$ cat config.mk
export PLATFORM = sky130hd
export DESIGN_NAME = protected_hamming_encoder_flat
export DESIGN_NICKNAME = d
export VERILOG_FILES = /design/src/rtl/protected_hamming_encoder_pkg.sv /design/src/rtl/protected_hamming_encoder_if.sv /design/src/rtl/protected_hamming_encoder_code_fsm.sv /design/src/rtl/protected_hamming_encoder_hamming74.sv /design/src/rtl/protected_hamming_encoder.sv /design/src/flat_wrapper.sv
export SDC_FILE = /design/constraint.sdc
export NUM_CORES = 1
export LEC_CHECK = 0
export CORE_AREA = 10 10 47 49
export CTS_CLUSTER_DIAMETER = 100
export DETAILED_ROUTE_END_ITERATION = 8
export DIE_AREA = 0 0 57 59
export PLACE_DENSITY_LB_ADDON = 0.25
export SKIP_CTS_REPAIR_TIMING = 1
export SYNTH_ARGS = -nofsm -noshare
export SYNTH_HDL_FRONTEND = slang
export SYNTH_SLANG_ARGS = --single-unit
$ cat constraint.sdc
create_clock -name clk -period 1.85 [get_ports clk]
set_input_delay 0.4625 -clock clk [delete_from_list [all_inputs] [get_ports clk]]
set_output_delay 0.4625 -clock clk [all_outputs]
set_load 0.02 [all_outputs]
$ cat src/rtl/protected_hamming_encoder_pkg.sv
// Shared constants and helpers for the password-gated Hamming(7,4) encoder.
// Holds the default security code, the match-count width and the encode function.
package phe_pkg;

    localparam int          PHE_CODE_LEN = 4;
    localparam logic [3:0]  PHE_CODE     = 4'b1101;

    function automatic int phe_match_w(input int code_len);
        return $clog2(code_len + 1);
    endfunction

    // Codeword bit 0 is position 1; parity bits sit at positions 1, 2 and 4.
    function automatic logic [6:0] hamming74(input logic [3:0] d);
        logic p1, p2, p3;
        p1 = d[0] ^ d[1] ^ d[3];
        p2 = d[0] ^ d[2] ^ d[3];
        p3 = d[1] ^ d[2] ^ d[3];
        return {d[3], d[2], d[1], p3, d[0], p2, p1};
    endfunction

endpackage

$ cat src/rtl/protected_hamming_encoder_if.sv
// Data-entry / codeword bundle between a user-side driver and the protected encoder.
// The master drives the code bit and nibble; the slave (encoder) returns strobe and codeword.
interface phe_if;
    logic       x;
    logic [3:0] data_in;
    logic       z;
    logic [3:0] data_out;
    logic [6:0] hamming_out;
    logic       valid;

    modport master (output x, data_in, input  z, data_out, hamming_out, valid);
    modport slave  (input  x, data_in, output z, data_out, hamming_out, valid);
endinterface

$ cat src/rtl/protected_hamming_encoder_code_fsm.sv
// Overlapping serial security-code detector; z is high while the full code is matched.
// With UNLOCK_STICKY_EN defined the detector latches in the full-match state until reset.
//
//   state        | meaning
//   -------------+----------------------------------------------------------
//   S0           | no prefix of CODE is a suffix of the received bits
//   Sk (0<k<N)   | longest received suffix equals the first k bits of CODE
//   SN           | full code matched; z = 1
module phe_code_fsm
    import phe_pkg::*;
#(
    parameter int                  CODE_LEN = PHE_CODE_LEN,
    parameter logic [CODE_LEN-1:0] CODE     = CODE_LEN'(PHE_CODE)
) (
    input  logic clk,
    input  logic rst,
    input  logic x,
    output logic z
);

    localparam int           W    = phe_match_w(CODE_LEN);
    localparam int           CW   = CODE_LEN + 1;
    localparam logic [W-1:0] FULL = W'(CODE_LEN);

    logic [W-1:0] state, state_nx;

    // Longest prefix of CODE that is a suffix of (first k code bits followed by xb).
    function automatic logic [W-1:0] next_match(input logic [W-1:0] k, input logic xb);
        logic [CW-1:0] code_ext, hist, mask, pre, one_v;
        logic [W-1:0]  best;
        code_ext = {1'b0, CODE};
        one_v    = CW'(1);
        hist     = ((code_ext >> (CODE_LEN - int'(k))) << 1) | CW'(xb);
        best     = '0;
        for (int j = 1; j <= CODE_LEN; j++) begin
            mask = (one_v << j) - one_v;
            pre  = code_ext >> (CODE_LEN - j);
            if ((j <= int'(k) + 1) && ((hist & mask) == pre))
                best = W'(j);
        end
        return best;
    endfunction

    always_ff @(posedge clk or negedge rst) begin
        if (!rst)
            state <= '0;
        else
            state <= state_nx;
    end

    always_comb begin
        state_nx = state;
        z        = 1'b0;
`ifdef UNLOCK_STICKY_EN
        if (state != FULL)
            state_nx = next_match(state, x);
`else
        state_nx = next_match(state, x);
`endif
        if (state == FULL)
            z = 1'b1;
    end

endmodule

$ cat src/rtl/protected_hamming_encoder_hamming74.sv
// Combinational Hamming(7,4) encoder for the registered data nibble.
module phe_hamming74
    import phe_pkg::*;
(
    input  logic [3:0] data,
    output logic [6:0] code
);

    assign code = hamming74(data);

endmodule

$ cat src/rtl/protected_hamming_encoder.sv
// Password-gated Hamming(7,4) encoder: a matched serial code loads the data nibble.
// Optional UNLOCK_STICKY_EN keeps the unlock asserted after the first match.
module protected_hamming_encoder
    import phe_pkg::*;
#(
    parameter int                  CODE_LEN = PHE_CODE_LEN,
    parameter logic [CODE_LEN-1:0] CODE     = CODE_LEN'(PHE_CODE)
) (
    input logic clk,
    input logic rst,
    phe_if.slave bus
);

    logic       z;
    logic [3:0] data_q;
    logic       valid_q;

    phe_code_fsm #(
        .CODE_LEN (CODE_LEN),
        .CODE     (CODE)
    ) u_fsm (
        .clk (clk),
        .rst (rst),
        .x   (bus.x),
        .z   (z)
    );

    always_ff @(posedge clk or negedge rst) begin
        if (!rst) begin
            data_q  <= '0;
            valid_q <= 1'b0;
        end else if (z) begin
            data_q  <= bus.data_in;
            valid_q <= 1'b1;
        end
    end

    phe_hamming74 u_enc (
        .data (data_q),
        .code (bus.hamming_out)
    );

    assign bus.z        = z;
    assign bus.data_out = data_q;
    assign bus.valid    = valid_q;

endmodule

$ cat src/flat_wrapper.sv
// flat-port wrapper written by rule: the top's interface ports become plain ports
module protected_hamming_encoder_flat import phe_pkg::*;
#(
    parameter int                  CODE_LEN = PHE_CODE_LEN,
    parameter logic [CODE_LEN-1:0] CODE     = CODE_LEN'(PHE_CODE)
)
  (clk, rst, bus_x, bus_data_in, bus_z, bus_data_out, bus_hamming_out, bus_valid);
  phe_if bus_i ();
  input logic clk;
  input logic rst;
  input wire logic [$bits(bus_i.x)-1:0] bus_x;
  input wire logic [$bits(bus_i.data_in)-1:0] bus_data_in;
  output wire logic [$bits(bus_i.z)-1:0] bus_z;
  output wire logic [$bits(bus_i.data_out)-1:0] bus_data_out;
  output wire logic [$bits(bus_i.hamming_out)-1:0] bus_hamming_out;
  output wire logic [$bits(bus_i.valid)-1:0] bus_valid;
  assign bus_i.x = bus_x;
  assign bus_i.data_in = bus_data_in;
  assign bus_z = bus_i.z;
  assign bus_data_out = bus_i.data_out;
  assign bus_hamming_out = bus_i.hamming_out;
  assign bus_valid = bus_i.valid;
  protected_hamming_encoder #(.CODE_LEN(CODE_LEN), .CODE(CODE)) u_core (.clk(clk), .rst(rst), .bus(bus_i));
endmodule
# [After elaboration in Yosys (flattened, before gate mapping)]
# Index checks and enable logic that the tools add are counted.
[totals] in_bits=7 elab_cells=30 reg_bits=8
[classes] n_mux=5 n_lt_le_gt_ge=4 n_eq_ne=4 bitwise=7 n_shift=1 n_reduce_logical=4 add_sub_neg=2
[op_table] op="3-bit by 32-bit <= comparator with 1-bit output, first input constant" n=2
[op_table] op="2-bit by 32-bit <= comparator with 1-bit output, first input constant" n=1
[op_table] op="4-bit by 32-bit >> shifter with 3-bit output, first input constant" n=1
[op_table] op="3-bit equality test, second input constant" n=2
[op_table] op="1-bit bitwise XOR" n=6
[op_table] op="3-bit by 1-bit adder with 4-bit output, second input constant" n=1
[op_table] op="4-bit equality test, second input constant" n=1
[op_table] op="3-bit by 4-bit <= comparator with 1-bit output, first input constant" n=1
[op_table] op="1-bit logical AND" n=4
[op_table] op="2-bit two-way mux" n=2
[op_table] op="4-bit by 1-bit bitwise OR with 4-bit output" n=1
[op_table] op="3-bit by 3-bit subtractor with 4-bit output, first input constant" n=1
[op_table] op="3-bit two-way mux" n=1
[op_table] op="2-bit equality test, second input constant" n=1
[op_table] op="1-bit two-way mux" n=2

# [Depth between registers and ports, before layout]
# Gate-level depths: netlist of run 1.
[depth] depth_word=8 ltp_mapped=7 depth_no_buf=7

# [By module]
# From an unflattened synthesis of run 1, not the netlist that was laid out.
[hier_totals] hier_cells=47 area_unflattened_um2=555.5
[by_module_without_submodules] module="phe_code_fsm" seq_area_each_um2=75.1 area_per_inst_um2=277.8 cells_per_inst=30 instances=1
[by_module_without_submodules] module="protected_hamming_encoder" seq_area_each_um2=125.1 area_per_inst_um2=176.4 cells_per_inst=10 instances=1
[by_module_without_submodules] module="phe_hamming74" seq_area_each_um2=0.0 area_per_inst_um2=101.3 cells_per_inst=7 instances=1

# [Worst setup path after synthesis of run 1]
# OpenSTA, ideal clock, no wires.
[synth_path] kind="reg-to-reg" from="reg u_core.u_fsm.state[0]" to="reg u_core.u_fsm.state[0]" path_stages_with_launch=8 t_arrival_ns=1.598 slack_ns=0.173 required_time_ns=1.771 setup_ns=0.079 cell_sequence="dfrtp_1 > inv_1 > ha_1 > ha_1 > nor4_1 > a22oi_1 > o41a_1 > mux2i_1"
[synth_via] elab_chain_len=8
[synth_rtl] item="start: declaration" line_no="protected_hamming_encoder_code_fsm.sv:25" source="logic [W-1:0] state, state_nx;"
[synth_rtl] item="start signal: assignment" line_no="protected_hamming_encoder_code_fsm.sv:48" source="state <= state_nx;"
[synth_rtl] item="branches (longest 7 deep; another with 2-bit by 32-bit <= comparator with 1-bit output)"
[synth_rtl] item="3-bit two-way mux (*)" line_no="protected_hamming_encoder_code_fsm.sv:38" source="if ((j <= int'(k) + 1) && ((hist & mask) == pre))"
[synth_rtl] item="via u_core.u_fsm.state_nx[0]" line_no="protected_hamming_encoder_code_fsm.sv:25"
# Mark *: on every way through the listed nets, which the timed path passes.
# A chain may end at the register's enable or synchronous reset.

# [Worst setup path after layout of run 1]
[layout_path] from="reg u_core.data_q[2] (netlist: u_core.bus.data_out[2])" to="out bus_hamming_out[5]"
[layout_rtl] item="start: declaration" line_no="protected_hamming_encoder.sv:15" source="logic [3:0] data_q;"
[layout_rtl] item="start signal: assignment" line_no="protected_hamming_encoder.sv:33" source="data_q <= bus.data_in;"
[layout_rtl] item="end: declaration" line_no="flat_wrapper.sv:15" source="output wire logic [$bits(bus_i.hamming_out)-1:0] bus_hamming_out;"
# No word-level cell between the ends.

==> results.toml, run 1 <==
[floorplan]
dieWidth_um = 57
start_util_pct = 38.6
io_pins = 20
core_mm2 = 0.00140
die_h_um = 59
core.rowCount = 14
die_area_mm2 = 0.00336

[worst_hold_path]
min-delay-start = "u_core.bus.valid$_DFFE_PN0P_"
min_path_cells = 1
hold_class = "reg -> reg"
holdPathEnd = "u_core.bus.valid$_DFFE_PN0P_"

[clock_network]
clkTransAtPathRegs_ns = 0.05
cts.path.max_buffers = 2
cts_root_buf = "clkbuf_4"
clk-insertion-delay-late_ns = 0.25
cts_tree = "built"
cts_sinks = 8
htreeDepth = 1
numCtsBuffers = 3

[power_and_ir_drop]
sw_frac_of_total_pct = 40.2
ir_drop_mv = 0.646
power_frac_seq_pct = 21.0
internal_power_mw = 0.706
p_switching_mw = 0.475
power_density_mw_per_mm2 = 1420
power.leakage_nw = 0.480
power.share.clock_pct = 10.9
combPwrFrac_pct = 68.1

[layout]
fin_nets = 93
syn2layout_area_growth_pct = 54.2
drive_above_1_share_pct = 23.1
num_antenna_cells = 0
final_common_cell = "clkdlybuf4s50_1"
final_cell_mix = "10 x clkdlybuf4s50_1, 9 x dlymetal6s2s_1, 9 x buf_4"
final_core_utilization_pct = 59.5

[yosys]
synth-seq-cells = 8
syn_nets = 64
synth_seq_area_share_pct = 37.0
synth.lib_cells_used.distinct = 25
avgSynthCellArea_um2 = 10.6
ys_warn_count = 0
synthCells = 51
synth_top_area_share_pct = 37.0
yosys.area.top_type = "dfrtp_1"
synth_area_leaders = "dfrtp_1 37%, ha_1 14%, mux2_2 8.3%"
netlist_area_um2 = 541

[setup_path]
crit_path_end_kind = "primary output"
r2r-start = "u_core.u_fsm.state[0]$_DFF_PN0_"
crit_fanout = 4
ff2ff_setup_slack_ns = 0.20
crit_type = "reg -> out"
crit_family = "buffers and inverters"
path_cells = "buf_4 > clkdlybuf4s50_1"
crit_required_ns = 1.39
r2r-end = "u_core.u_fsm.state[0]$_DFF_PN0_"
reg2regPathDepth = 7
arrival_ns = 1.33
crit_slowest_cell = "clkdlybuf4s50_1"
critical_path_buf_inv_count = 2
start_kind = "register"
slowest_delay_ns = 0.60

[global_route]
grt_overflow = 0
grt_first_pass_wirelength_um = 2000
grt_pass1_vias = 477
antenna_found_initial = 0
grt_use_total_pct = 7.29
grt_max_degree = 9

[timing]
tightest_slew_ns = 0.360
fin_crit_sh_pct = 97.1
clock_skew_ns = 0.00254
setup_viol = 0
slew_violations = 0
min_period_ns = 1.80
tns_ns = 0
max_freq_mhz = 557
rsz0062_at_grt = "false"
finalHoldViolCount = 0
maxSlewHeadroom_pct = 75.9

[detailed_routing]
ant_nets = 0
wire_per_inst_um = 12.8
drc = 0
firstDrtPassIters = 1
vias = 455
drt_iter0_drc = 0
routed_wl_um = 1200
post_drt_via_cell_ratio = 4.84

[run]
maxCapViolCount = 0

[status]
status = "finished clean"

[place]
hpwl_um = 1000
place_congestion = 0.713
io_buffers = 19
state kept, by name, summed over array words and instances (netlist names):
name	count
u_core.bus.data_out	4
u_core.bus.valid	1
u_core.u_fsm.state	3
layout make-up:
type / count / area, um2
fillers: 123 / 568
well taps: 16 / 20.0
multi-input cells: 36 / 299
flip-flops and latches: 8 / 200
inverters: 3 / 11.3
repair buffers: 28 / 280
clock buffers: 3 / 22.5
how the worst max path moves through the flow:
stage                                                 end  slack (ns)                          startpoint  cells past startpoint
after floorplan           u_core.u_fsm.state[0]$_DFF_PN0_        0.17     u_core.u_fsm.state[0]$_DFF_PN0_                      7
after global placement                              bus_z      -0.006     u_core.u_fsm.state[1]$_DFF_PN0_                      4
after detailed placement               bus_hamming_out[0]       -0.03  u_core.bus.data_out[3]$_DFFE_PN0P_                      3
after CTS                              bus_hamming_out[0]       -0.31  u_core.bus.data_out[3]$_DFFE_PN0P_                      3
after global routing                   bus_hamming_out[5]       0.004  u_core.bus.data_out[2]$_DFFE_PN0P_                      2
final                                  bus_hamming_out[5]        0.05  u_core.bus.data_out[2]$_DFFE_PN0P_                      2
cell families (layout without fill, tap and decap cells):
logic type	count (synthesis)	after routing	share of synthesized area, %
AO/OA/AOI/OAI	8	8	11.1
adder cells (fa/ha/maj)	6	6	13.9
buffers and inverters	7	34	7.64
AND/OR/NAND/NOR	11	11	10.4
flip-flops	8	8	37.0
XOR/XNOR	6	6	9.72
multiplexers	5	5	10.2
per-stage QoR:
stage | hold slack [ns] | instances | setup slack [ns] | area [um2] | total power [mW]
after floorplan | 0.167 | 51 | 0.173 | 541 | 0.748
after global placement | 0.450 | 91 | -0.00573 | 788 | 1.07
after detailed placement | 0.451 | 91 | -0.0345 | 788 | 1.09
after CTS | 0.468 | 94 | -0.312 | 811 | 1.23
after global routing | 0.478 | 94 | 0.00415 | 833 | 1.29
final | 0.461 | 94 | 0.0542 | 833 | 1.18
layer usage:
| layer | vias to the layer above | routed length, um | global-route usage [%] | share of wire (%) |
|---|---|---|---|---|
| li1 | 232 | - | - | - |
| met3 | 2 | 78 | 2.36 | 6.5 |
| met2 | 15 | 580 | 11.9 | 48 |
| met1 | 206 | 517 | 7.44 | 43 |
| met5 | - | 0 | 0 | 0 |
| met4 | 0 | 23 | 6.04 | 1.9 |
synth_stat cells:
library cell and count:
nor4_1 1, xor2_1 1, nand2b_1 1, mux2i_1 1, o31ai_1 1, mux2_2 4, inv_1 3, and2_1 1
o311ai_0 1, a21oi_1 1, or2_2 1, o22ai_1 1, nor2b_1 1, nor2_1 3, xnor2_1 5, dfrtp_1 8
buf_4 4, nand3_1 1, o21ai_0 1, o41a_1 1, nand2_1 1, ha_1 6, nor3_1 1, a21oi_2 1
a22oi_1 1
power groups by stage:
stage | registers (mW) | clock network, mW | logic, mW
2_1_floorplan | 0.317 | 0 | 0.431
3_3_place_gp | 0.249 | 0 | 0.826
3_5_place_dp | 0.250 | 0 | 0.838
4_1_cts | 0.247 | 0.139 | 0.840
5_1_grt | 0.254 | 0.146 | 0.891
6_report | 0.248 | 0.129 | 0.804
worst register-to-register path: stages (launching register included):
cell and delay, ns:
dfrtp_1 0.35, inv_1 0.06, buf_4 0.13, ha_1 0.35
xor2_1 0.16, a22oi_1 0.21, o41a_1 0.19, mux2i_1 0.07
(Power assumes the default switching activity.)
==> run 2, diff against run 1 <==
CTS_CLUSTER_DIAMETER = not set   (was 100)
GPL_ROUTABILITY_DRIVEN = 0   (was not set)
clock period = 1.8 ns   (was 1.85 ns; I/O delays follow)
==> results.toml, run 2 (synthesis gave the netlist of run 1 again) <==
[status]
status = "finished clean"

[floorplan]
io_pins = 20
core.rowCount = 14
start_util_pct = 38.6
core_mm2 = 0.00140
dieWidth_um = 57
die_h_um = 59
die_area_mm2 = 0.00336

[worst_hold_path]
hold_class = "reg -> reg"

[global_route]
grt_use_total_pct = 7.29
grt_pass1_vias = 445
antenna_found_initial = 0
grt_max_degree = 9
grt_overflow = 0
grt_first_pass_wirelength_um = 1990

[detailed_routing]
wire_per_inst_um = 13.3
drt_iter0_drc = 6
routed_wl_um = 1270
vias = 460
ant_nets = 0
post_drt_via_cell_ratio = 4.84
firstDrtPassIters = 2
drc = 0

[setup_path]
cp_common_cell = "xnor2_1"
slowest_delay_ns = 0.38
path_cells = "xnor2_1 > xnor2_1 > clkbuf_2"
crit_family = "XOR/XNOR gates"
crit_type = "reg -> out"
crit_path_end_kind = "primary output"
start_kind = "register"
crit_slowest_cell = "dfrtp_1"
crit_fanout = 2
critical_path_buf_inv_count = 1
arrival_ns = 1.23
crit_required_ns = 1.35

[layout]
final_core_utilization_pct = 59.7
num_antenna_cells = 0
finish.instance_area_um2 = 837
fin_nets = 94
largest_register_ffs = 4
final_common_cell = "buf_4"
drive_above_1_share_pct = 30.4
syn2layout_area_growth_pct = 54.9
n_fill_cell = 132
final_cell_mix = "10 x buf_4, 9 x dlymetal6s2s_1, 8 x dfrtp_1"

[timing]
tightest_slew_ns = 0.359
holdWs_ns = 0.462
setup_viol = 0
rsz0062_at_grt = "false"
clock_skew_ns = 0.00274
maxSlewHeadroom_pct = 76.0
max_freq_mhz = 595
slew_violations = 0
fin_crit_sh_pct = 93.3
min_period_ns = 1.68
finalHoldViolCount = 0

[power_and_ir_drop]
p_switching_mw = 0.511
power.share.clock_pct = 11.2
power_density_mw_per_mm2 = 1450
power_frac_seq_pct = 20.8
ir_drop_mv = 0.652
internal_power_mw = 0.703
power.leakage_nw = 0.490
sw_frac_of_total_pct = 42.1
combPwrFrac_pct = 68.0

[place]
hpwl_um = 1020
place_area_um2 = 796
io_buffers = 19

[clock_network]
cts_sinks = 8
cts_tree = "built"
cts.path.max_buffers = 2
numCtsBuffers = 3
clkTransAtPathRegs_ns = 0.05
cts_root_buf = "clkbuf_4"
clk-insertion-delay-late_ns = 0.25
htreeDepth = 1

[run]
maxCapViolCount = 0
[run 2: cell types whose count changed in the layout (fill, tap and decap cells not counted), sizes merged]
cell	previous run	this run
buf	9	10
clkbuf	3	6
clkdlybuf4s50	10	7
[run 2: through the flow]
step                setup TNS (ns)  worst slack [ns]  power, mW  cells
finish                           0             0.120       1.21     95
global route                     0           0.00254       1.33     95
CTS                          -1.28            -0.337       1.26     95
detailed placement          -0.177           -0.0644       1.12     92
global placement            -0.117           -0.0401       1.11     92
floorplan                        0             0.123      0.769     51
[run 2: worst reg2reg max path: stages (launching register included)]
cell     delay (ns)
dfrtp_1        0.34
inv_1          0.06
ha_1           0.20
ha_1           0.32
nor4_2         0.26
a22oi_2        0.13
o41a_1         0.13
mux2i_1        0.15
[run 2: path summary, 6_finish.rpt]
path	start	to	slack, ns	cells after the start
max	u_core.bus.data_out[3]$_DFFE_PN0P_	bus_hamming_out[0]	0.12	3
min	u_core.bus.valid$_DFFE_PN0P_	u_core.bus.valid$_DFFE_PN0P_	0.46	1
max reg2reg	u_core.u_fsm.state[0]$_DFF_PN0_	u_core.u_fsm.state[0]$_DFF_PN0_	0.13	7
min reg2reg	u_core.bus.valid$_DFFE_PN0P_	u_core.bus.valid$_DFFE_PN0P_	0.46	1
max in group asynchronous	rst	u_core.bus.data_out[2]$_DFFE_PN0P_	1.06	1
min in group asynchronous	rst	u_core.bus.valid$_DFFE_PN0P_	0.47	1
[run 2: power by group through the flow]
stage	Sequential (mW)	Clock [mW]	Combinational, mW
floorplan	0.325	0	0.443
global placement	0.255	0	0.850
detailed placement	0.256	0	0.864
CTS	0.253	0.140	0.866
global route	0.258	0.154	0.914
finish	0.252	0.136	0.826
[run 2: cell type report]
| cell class | instances | area [um2] | area share, % |
|---|---|---|---|
| Multi-Input combinational cell | 36 | 310 | 37.1 |
| Tap cell | 16 | 20.0 | 2.39 |
| Inverter | 3 | 11.3 | 1.35 |
| Timing Repair Buffer | 29 | 273 | 32.6 |
| Clock buffer | 3 | 22.5 | 2.69 |
| Sequential cell | 8 | 200 | 23.9 |
[run 2: routing by layer]
layer	global-route usage (%)	vias up	wire length, um
li1	-	234	-
met1	7.32	209	480
met2	12.1	15	656
met3	2.36	2	105
met4	6.04	0	24
met5	0	-	0
